[config.mk]
export PLATFORM = sky130hd
export DESIGN_NAME = rs_issue_scheduler
export DESIGN_NICKNAME = d
export VERILOG_FILES = /design/src/rtl/rs_issue_scheduler_pkg.sv /design/src/rtl/rs_issue_scheduler_age_matrix.sv /design/src/rtl/rs_issue_scheduler.sv
export SDC_FILE = /design/constraint.sdc
export NUM_CORES = 1
export LEC_CHECK = 0
export BUFFER_PORTS_ARGS = -buffer_cell sky130_fd_sc_hd__buf_2
export CAP_MARGIN = 25
export CORE_ASPECT_RATIO = 1.5
export CORE_MARGIN = 4
export CORE_UTILIZATION = 30
export CTS_BUF_LIST = sky130_fd_sc_hd__clkbuf_16
export CTS_CLUSTER_DIAMETER = 30
export CTS_CLUSTER_SIZE = 16
export DETAILED_ROUTE_END_ITERATION = 8
export GPL_ROUTABILITY_DRIVEN = 0
export PLACE_DENSITY = 0.48
export SLEW_MARGIN = 25
export SYNTH_ARGS = -nofsm -noshare
export SYNTH_HDL_FRONTEND = slang
export SYNTH_SLANG_ARGS = --single-unit
[constraint.sdc]
create_clock -name clock -period 7.37 [get_ports clock]
set_input_delay 0.3685 -clock clock [delete_from_list [all_inputs] [get_ports clock]]
set_output_delay 0.3685 -clock clock [all_outputs]
set_load 0.02 [all_outputs]
[src/rtl/rs_issue_scheduler_pkg.sv]
`default_nettype none
// ============================================================================
// Module      : rs_issue_scheduler_pkg
// Description : Shared functional-unit class encoding and multiplier latency.
// Revision    : 1.0 - initial release
// ============================================================================
package rs_issue_scheduler_pkg;

    typedef enum logic [1:0] {
        FU_ALU  = 2'd0,
        FU_MULT = 2'd1,
        FU_MEM  = 2'd2,
        FU_RSVD = 2'd3
    } fu_type_e;

    localparam int MULT_LAT = 4;

endpackage : rs_issue_scheduler_pkg
`default_nettype wire

[src/rtl/rs_issue_scheduler_age_matrix.sv]
`default_nettype none
// ============================================================================
// Module      : age_matrix
// Description : Allocation-order matrix and oldest-requester one-hot select.
// Revision    : 1.0 - initial release
// ============================================================================
module age_matrix #(
    parameter int RS_SZ = 5,
    parameter int IDX_W = $clog2(RS_SZ)
) (
    input  logic             i_clk,
    input  logic             i_rst,
    input  logic             i_alloc_en,
    input  logic [IDX_W-1:0] i_alloc_idx,
    input  logic [RS_SZ-1:0] i_req,
    output logic [RS_SZ-1:0] o_grant
);

    // older_q[r][c] = 1 means entry r was allocated before entry c
    logic [RS_SZ-1:0][RS_SZ-1:0] older_q;
    logic [RS_SZ-1:0][RS_SZ-1:0] older_d;
    logic [RS_SZ-1:0][RS_SZ-1:0] w_col;

    always_comb begin
        older_d = older_q;
        for (int r = 0; r < RS_SZ; r++) begin
            for (int c = 0; c < RS_SZ; c++) begin
                if (i_alloc_en) begin
                    if (i_alloc_idx == IDX_W'(r)) begin
                        older_d[r][c] = 1'b0;
                    end else if (i_alloc_idx == IDX_W'(c)) begin
                        older_d[r][c] = 1'b1;
                    end
                end
            end
        end
    end

    always_ff @(posedge i_clk) begin
        if (i_rst) begin
            older_q <= '0;
        end else begin
            older_q <= older_d;
        end
    end

    generate
        for (genvar gi = 0; gi < RS_SZ; gi++) begin : g_grant
            for (genvar gj = 0; gj < RS_SZ; gj++) begin : g_col
                assign w_col[gi][gj] = older_q[gj][gi];
            end
            assign o_grant[gi] = i_req[gi] & ~(|(i_req & w_col[gi]));
        end
    endgenerate

endmodule : age_matrix
`default_nettype wire

[src/rtl/rs_issue_scheduler.sv]
`default_nettype none
// ============================================================================
// Module      : rs_issue_scheduler
// Description : Oldest-first issue select with multiplier/memory occupancy.
// Revision    : 1.0 - initial release
// ============================================================================
module rs_issue_scheduler #(
    parameter int RS_SZ    = 5,
    parameter int IDX_W    = $clog2(RS_SZ),
    parameter int MULT_LAT = rs_issue_scheduler_pkg::MULT_LAT
) (
    input  logic                  clock,
    input  logic                  reset,
    input  logic                  interrupt,
    input  logic                  is_stall,
    input  logic                  alloc_en,
    input  logic [IDX_W-1:0]      alloc_idx,
    input  logic [RS_SZ-1:0]      ready_vec,
    input  logic [RS_SZ-1:0][1:0] fu_type,
    input  logic                  mem_done,
    output logic                  issue_en,
    output logic [IDX_W-1:0]      issue_idx,
    output logic [1:0]            issue_fu,
    output logic                  mult_busy,
    output logic                  mem_busy
);

    import rs_issue_scheduler_pkg::*;

    localparam int CNT_W = $clog2(MULT_LAT + 1);

    logic [CNT_W-1:0] mult_cnt_q;
    logic [CNT_W-1:0] mult_cnt_d;
    logic             mem_busy_q;
    logic             mem_busy_d;

    logic [RS_SZ-1:0] w_eligible;
    logic [RS_SZ-1:0] w_grant;
    logic [IDX_W-1:0] w_sel_idx;
    logic [1:0]       w_sel_fu;
    logic             w_commit;

    always_comb begin
        w_eligible = '0;
        for (int i = 0; i < RS_SZ; i++) begin
            case (fu_type[i])
                FU_ALU:  w_eligible[i] = ready_vec[i];
                FU_MULT: w_eligible[i] = ready_vec[i] && (mult_cnt_q == '0);
                FU_MEM:  w_eligible[i] = ready_vec[i] && !mem_busy_q;
                default: w_eligible[i] = 1'b0;
            endcase
        end
    end

    age_matrix #(
        .RS_SZ (RS_SZ),
        .IDX_W (IDX_W)
    ) u_age_matrix (
        .i_clk       (clock),
        .i_rst       (reset),
        .i_alloc_en  (alloc_en),
        .i_alloc_idx (alloc_idx),
        .i_req       (w_eligible),
        .o_grant     (w_grant)
    );

    // Lowest index wins only among never-allocated entries sharing equal age
    always_comb begin
        w_sel_idx = '0;
        w_sel_fu  = 2'd0;
        for (int i = RS_SZ - 1; i >= 0; i--) begin
            if (w_grant[i]) begin
                w_sel_idx = IDX_W'(i);
                w_sel_fu  = fu_type[i];
            end
        end
    end

    assign issue_en  = (|w_eligible) && !interrupt;
    assign issue_idx = issue_en ? w_sel_idx : '0;
    assign issue_fu  = issue_en ? w_sel_fu  : 2'd0;
    assign w_commit  = issue_en && !is_stall;

    always_comb begin
        mult_cnt_d = mult_cnt_q;
        if (interrupt) begin
            mult_cnt_d = '0;
        end else if (w_commit && (w_sel_fu == FU_MULT)) begin
            mult_cnt_d = CNT_W'(MULT_LAT);
        end else if (mult_cnt_q != '0) begin
            mult_cnt_d = mult_cnt_q - CNT_W'(1);
        end
    end

    always_comb begin
        mem_busy_d = mem_busy_q;
        if (interrupt) begin
            mem_busy_d = 1'b0;
        end else if (w_commit && (w_sel_fu == FU_MEM)) begin
            mem_busy_d = 1'b1;
        end else if (mem_done) begin
            mem_busy_d = 1'b0;
        end
    end

    always_ff @(posedge clock) begin
        if (reset) begin
            mult_cnt_q <= '0;
            mem_busy_q <= 1'b0;
        end else begin
            mult_cnt_q <= mult_cnt_d;
            mem_busy_q <= mem_busy_d;
        end
    end

    assign mult_busy = (mult_cnt_q != '0);
    assign mem_busy  = mem_busy_q;

endmodule : rs_issue_scheduler
`default_nettype wire

==> results of run 1 <==
[worst reg2reg max path, cell delays in order, from the launching register on]
cell,delay (ns)
dfxtp_1,0.34
inv_1,0.05
ha_1,0.20
ha_1,0.34
or2_1,0.31
and3_1,0.20
a2111oi_2,0.43
and3_1,0.29
a2bb2oi_1,0.15
a2111oi_4,0.41
nor3b_2,0.14
o21a_1,0.20
[cell type report]
| cell class | count | area (um^2) | area share |
|---|---|---|---|
| Timing Repair Buffer | 31 | 155 | 0.0699 |
| Clock inverter | 1 | 3.75 | 0.00169 |
| Inverter | 21 | 78.8 | 0.0355 |
| Sequential cell | 24 | 480 | 0.216 |
| Clock buffer | 3 | 75.1 | 0.0338 |
| Tap cell | 74 | 92.6 | 0.0417 |
| Multi-Input combinational cell | 188 | 1340 | 0.601 |
[path summary, 6_finish.rpt]
| check | endpoint | from |
|---|---|---|
| max reg2reg | mult_cnt_q[2] | mult_cnt_q[0] |
| max | issue_fu[1] | mult_cnt_q[0] |
| min reg2reg | u_age_matrix.older_q[4] | u_age_matrix.older_q[4] |
| min | mult_cnt_q[0] | interrupt |
[metrics by stage]
step	setup slack [ns]	cells	instance area [um^2]
finish	3.63	342	2220
global route	3.40	342	2220
CTS	3.62	342	2220
detailed placement	3.91	338	2140
global placement	3.93	338	2140
floorplan	4.24	239	1920
[routing by layer]
layer / global-route usage / share of wire / up-vias
met5: 0 / 0 / -
met4: 0.0427 / 0.021 / 0
met2: 0.286 / 0.55 / 31
li1: - / - / 932
met1: 0.181 / 0.41 / 880
met3: 0.0180 / 0.024 / 9
[flip-flops by register name, indices dropped and copies added (netlist names)]
name                  cells
mult_cnt_q                3
u_age_matrix.older_q     20
mem_busy                  1
[power groups by stage]
stage | Combinational (uW) | Clock, uW | Sequential, uW
final | 127 | 125 | 143
after global routing | 143 | 133 | 144
after CTS | 128 | 126 | 143
after detailed placement | 128 | 0 | 146
after global placement | 127 | 0 | 146
after floorplan | 95.0 | 0 | 144
[logic make-up (layout without fill, tap and decap cells)]
logic type               count (synthesis)  in the layout  synth area share
XOR/XNOR                                 1              1           0.00455
multiplexers                             1              1           0.00520
AND/OR/NAND/NOR                        101            101             0.306
flip-flops                              24             24             0.250
adder cells (fa/ha/maj)                 18             18             0.117
AO/OA/AOI/OAI                           67             67             0.261
buffers and inverters                   27             56            0.0566
[placed cells by master (no fill, tap or decap), drive strengths merged, types with 4 or more instances in the layout]
cell type   n
nand3b      6
a21oi      22
nor3        4
nor4b       4
o21ai      13
nand4b      4
dfxtp      24
a2111oi     5
ha         18
inv        21
a22o        4
buf        31
nor2       34
nor4        4
nand2      16
and3b       6
==> flow_metrics.py, run 1 <==
metrics = {
    "floorplanning": {
        "die_width_um": 73.4,
        "dieArea_mm2": 0.00779,
        "placementRows": 35,
        "start_util": 0.312,
        "dieHeight_um": 106,
        "coreArea_mm2": 0.00617,
        "ios": 32,
    },
    "clock_network": {
        "cts_setup_buffers": 0,
        "numCtsBuffers": 3,
        "post_cts_resized": 0,
        "cts_tree": "done",
        "cts_sinks": 24,
        "path_clk_slew_ns": 0.07,
        "clk_latency_ns": 0.27,
        "cts.hold.buffers_added": 0,
        "htreeDepth": 1,
        "cts-root-buf": "clkbuf_16",
        "clock_path_buffers": 2,
    },
    "global_route": {
        "grt_pass1_vias": 1800,
        "grt_usage": 0.155,
        "antenna_found_initial": 0,
        "grt_max_degree": 24,
        "grt_pass1_wl_mm": 9.31,
        "grt_overflow": 0,
    },
    "logic_synthesis": {
        "synth_edf_count": 0,
        "synthFlopType": "dfxtp_1",
        "synth.distinct_cells": 52,
        "post-synth-top-count-cell": "nor2_1",
        "synth.largest_area_cell": "dfxtp_1",
        "synth_cells": 239,
        "ys_top_cells_by_area": "dfxtp_1 25%, ha_1 12%, nor2_1 6.4%",
        "yosys-top-cells-count": "33 x nor2_1, 24 x dfxtp_1, 21 x a21oi_1, 21 x inv_1, 18 x ha_1",
        "syn-num-nets": 281,
        "netlist_area_mm2": 0.00192,
        "synth_top_area_frac": 0.250,
        "yosys_warnings": 0,
        "yosysSeqAreaShare": 0.250,
        "async_reset_ff_frac": 0,
        "avgSynthCellArea_um2": 8.05,
        "ys_seq_elements": 24,
    },
    "cells_and_area": {
        "fillers": 662,
        "layout-drive-gt1-share": 0.187,
        "post-route-util": 0.360,
        "fin_nets": 311,
        "num_antenna_cells": 0,
        "area.growth.synth_to_final_pct": 15.4,
    },
    "timing": {
        "fmax_mhz": 267,
        "hold_viol": 0,
        "tightest_slew_ns": 0.694,
        "setup_viol": 0,
        "layout_min_cycle_time_ns": 3.74,
        "min_period_over_period": 0.508,
        "rsz0062_at_grt": "no",
        "clock_skew_ns": 0.00531,
        "tns_ns": 0,
        "slew_viol_final": 0,
        "fin_worst_hold_slack_ns": 0.346,
        "slew_headroom": 0.536,
    },
    "min_path": {
        "hold_class": "input pin to register",
        "min_path_cells": 2,
    },
    "setup_path": {
        "startpoint_type": "register",
        "crit_path_end_kind": "primary output",
        "cp_top_family": "compound AO/OA/AOI/OAI gates",
        "r2r_cells": 11,
        "crit_path_top_delay_cell": "a2111oi_2",
        "arrival_ns": 3.38,
        "critical_path_class": "register to primary output",
        "crit_fanout": 11,
        "max_stage_delay_ns": 0.43,
        "required_ns": 7.00,
        "cp.depth": 12,
        "crit_buf_inv": 2,
        "r2r_slack_ns": 4.23,
        "crit_chain": "inv_1 > ha_1 > ha_1 > or2_1 > and3_1 > a2111oi_2 > and3_1 > a2bb2oi_1 > a2111oi_4 > a21oi_1 > nor2_1 > buf_2",
    },
    "routing": {
        "post-route-drc-count": 0,
        "drt-initial-drc-count": 118,
        "firstDrtPassIters": 4,
        "wl_mm": 5.81,
        "num_vias": 1852,
        "viasPerCell": 5.42,
        "wl_per_cell_um": 17.0,
        "antenna_left": 0,
    },
    "placement": {
        "post-dp-hpwl_mm": 4.70,
        "place.port_buffers": 31,
    },
    "pwr": {
        "combPwrFrac": 0.321,
        "power.share.clock": 0.316,
        "p_int_uw": 259,
        "power_density_mw_per_mm2": 178,
        "switching_share": 0.346,
        "p_switching_uw": 137,
        "pwr-share-seq": 0.362,
        "power.total_uw": 396,
        "vdd_drop_max_mv": 0.0616,
        "p_leak_uw": 0.000940,
    },
    "run": {
        "drv_cap": 0,
    },
    "status": {
        "status": "finished clean",
    },
}
(Power assumes the default switching activity.)
==> inputs of run 2 (changes only) <==
--- a/config.mk
+++ b/config.mk
@@ -15,7 +15,7 @@
 export CTS_CLUSTER_SIZE = 16
 export DETAILED_ROUTE_END_ITERATION = 8
 export GPL_ROUTABILITY_DRIVEN = 0
-export PLACE_DENSITY = 0.48
+export PLACE_DENSITY = 0.5
 export SLEW_MARGIN = 25
 export SYNTH_ARGS = -nofsm -noshare
 export SYNTH_HDL_FRONTEND = slang
==> constraint.sdc (replaced) <==
create_clock -name clock -period 3.3 [get_ports clock]
set_input_delay 0.165 -clock clock [delete_from_list [all_inputs] [get_ports clock]]
set_output_delay 0.165 -clock clock [all_outputs]
set_load 0.02 [all_outputs]
==> run 2 against run 1 <==
Routed wire length is 0.29% lower; cell area is 4.8% higher; via count grew 0.32%; first-iteration DRC count is 35% lower; critical path depth stayed put; clock power up 110%; non-clock buffer count is 6 higher; sequential share of layout area fell by 0.99 points; combinational power increased to 2.5 times the previous value; register-to-register slack got worse by 3.8 ns; critical path type unchanged.
==> flow_metrics.py, run 2 (synthesis gave the netlist of run 1 again) <==
metrics = {
    "clock_network": {
        "clock_path_buffers": 2,
        "cts_tree": "done",
        "clk_latency_ns": 0.25,
        "numCtsBuffers": 3,
        "path_clk_slew_ns": 0.06,
        "cts_sinks": 24,
        "cts.hold.buffers_added": 0,
        "cts-root-buf": "clkbuf_16",
        "htreeDepth": 1,
    },
    "routing": {
        "wl_per_cell_um": 16.7,
        "antenna_left": 0,
        "post-route-drc-count": 0,
        "wl_mm": 5.80,
        "firstDrtPassIters": 4,
        "num_vias": 1858,
        "drt-initial-drc-count": 77,
        "viasPerCell": 5.35,
    },
    "timing": {
        "hold_viol": 0,
        "fmax_mhz": 312,
        "min_period_over_period": 0.973,
        "tightest_slew_ns": 0.641,
        "clock_skew_ns": 0.00124,
        "layout_min_cycle_time_ns": 3.21,
        "slew_headroom": 0.571,
        "slew_viol_final": 0,
        "setup_viol": 0,
        "fin_ws_ns": 0.0900,
    },
    "cells_and_area": {
        "final_cell_mix": "31 x nor2_1, 30 x buf_2, 24 x dfxtp_1",
        "fin_nets": 317,
        "layout-drive-gt1-share": 0.242,
        "area.growth.synth_to_final_pct": 20.9,
        "num_antenna_cells": 0,
        "top_register": "u_age_matrix.older_q",
        "largest_register_ffs": 20,
        "fin_area_mm2": 0.00233,
        "final_common_cell": "nor2_1",
    },
    "setup_path": {
        "r2r_slack_ns": 0.44,
        "arrival_ns": 3.04,
        "r2r_cells": 11,
        "crit_buf_inv": 2,
        "crit_path_end_kind": "primary output",
        "cp_top_family": "simple AND/OR/NAND/NOR gates",
        "startpoint_type": "register",
        "crit_fanout": 6,
        "max_stage_delay_ns": 0.35,
        "crit_path_top_delay_cell": "dfxtp_1",
        "critical_path_class": "register to primary output",
        "crit_chain": "inv_1 > ha_1 > ha_4 > or2_4 > and4_4 > nor4_2 > nand3_2 > mux2i_1 > a221o_1 > a21boi_2 > and2_1 > buf_2",
        "required_ns": 3.13,
        "cp.depth": 12,
    },
    "global_route": {
        "grt_max_degree": 24,
        "grt_overflow": 0,
        "grt_usage": 0.146,
        "antenna_found_initial": 0,
        "grt_pass1_wl_mm": 8.86,
        "grt_pass1_vias": 1817,
    },
    "floorplanning": {
        "coreArea_mm2": 0.00617,
        "dieArea_mm2": 0.00779,
        "ios": 32,
        "start_util": 0.312,
        "placementRows": 35,
        "dieHeight_um": 106,
        "die_width_um": 73.4,
    },
    "run": {
        "drv_cap": 0,
    },
    "min_path": {
        "min_path_cells": 2,
        "hold_class": "input pin to register",
    },
    "status": {
        "status": "finished clean",
    },
    "pwr": {
        "vdd_drop_max_mv": 0.190,
        "power_density_mw_per_mm2": 389,
        "p_leak_uw": 0.000976,
        "power.total_uw": 906,
    },
    "placement": {
        "pre_cts_slack_ns": 0.161,
        "place_area_mm2": 0.00217,
        "place.port_buffers": 31,
        "post-dp-hpwl_mm": 4.73,
    },
}
[run 2: cell count changes in the layout (fill, tap and decap cells not counted), sizes merged]
cell    change
clkinv      -1
buf         +6
[run 2: timing repair]
| action | CTS | global route |
|---|---|---|
| resized for setup | 3 | 11 |
| buffers inserted | 1 | 1 |
| pin swaps | 1 | 3 |
| endpoints found under the setup margin | 2 | 2 |
[run 2: final cells by class]
type / instances / area, um^2
Inverter: 21 / 78.8
Clock buffer: 3 / 75.1
Tap cell: 74 / 92.6
Timing Repair Buffer: 37 / 203
Fill cell: 661 / 3850
Sequential cell: 24 / 480
Multi-Input combinational cell: 188 / 1400
[run 2: final timing paths]
kind	from	endpoint
worst max-delay path	mult_cnt_q[0]	issue_fu[0]
worst max register to register	mult_cnt_q[0]	mult_cnt_q[0]
worst min-delay path	interrupt	mult_cnt_q[0]
worst min register to register	u_age_matrix.older_q[1]	u_age_matrix.older_q[1]
[run 2: metrics by stage]
| step | cells | util | hold WS [ns] | TNS, ns |
|---|---|---|---|---|
| 3_3_place_gp | 342 | 0.352 | 0.416 | 0 |
| 6_report | 347 | 0.377 | 0.144 | 0 |
| 5_1_grt | 347 | 0.377 | 0.153 | -0.00630 |
| 4_1_cts | 346 | 0.368 | 0.144 | 0 |
| 2_1_floorplan | 239 | - | 0.236 | 0 |
| 3_5_place_dp | 342 | 0.352 | 0.416 | 0 |
[run 2: layer usage]
metal	global-route usage	vias to the layer above	routed length [um]
met5	0	-	0
met4	0.0764	0	250
met3	0.0208	16	189
met2	0.270	40	3130
met1	0.154	858	2230
li1	-	944	-
[run 2: power breakdown]
group | switching, uW | total [uW] | internal (uW)
logic | 185 | 320 | 136
clock network | 105 | 265 | 160
registers | 15.8 | 321 | 305
total | 305 | 906 | 601
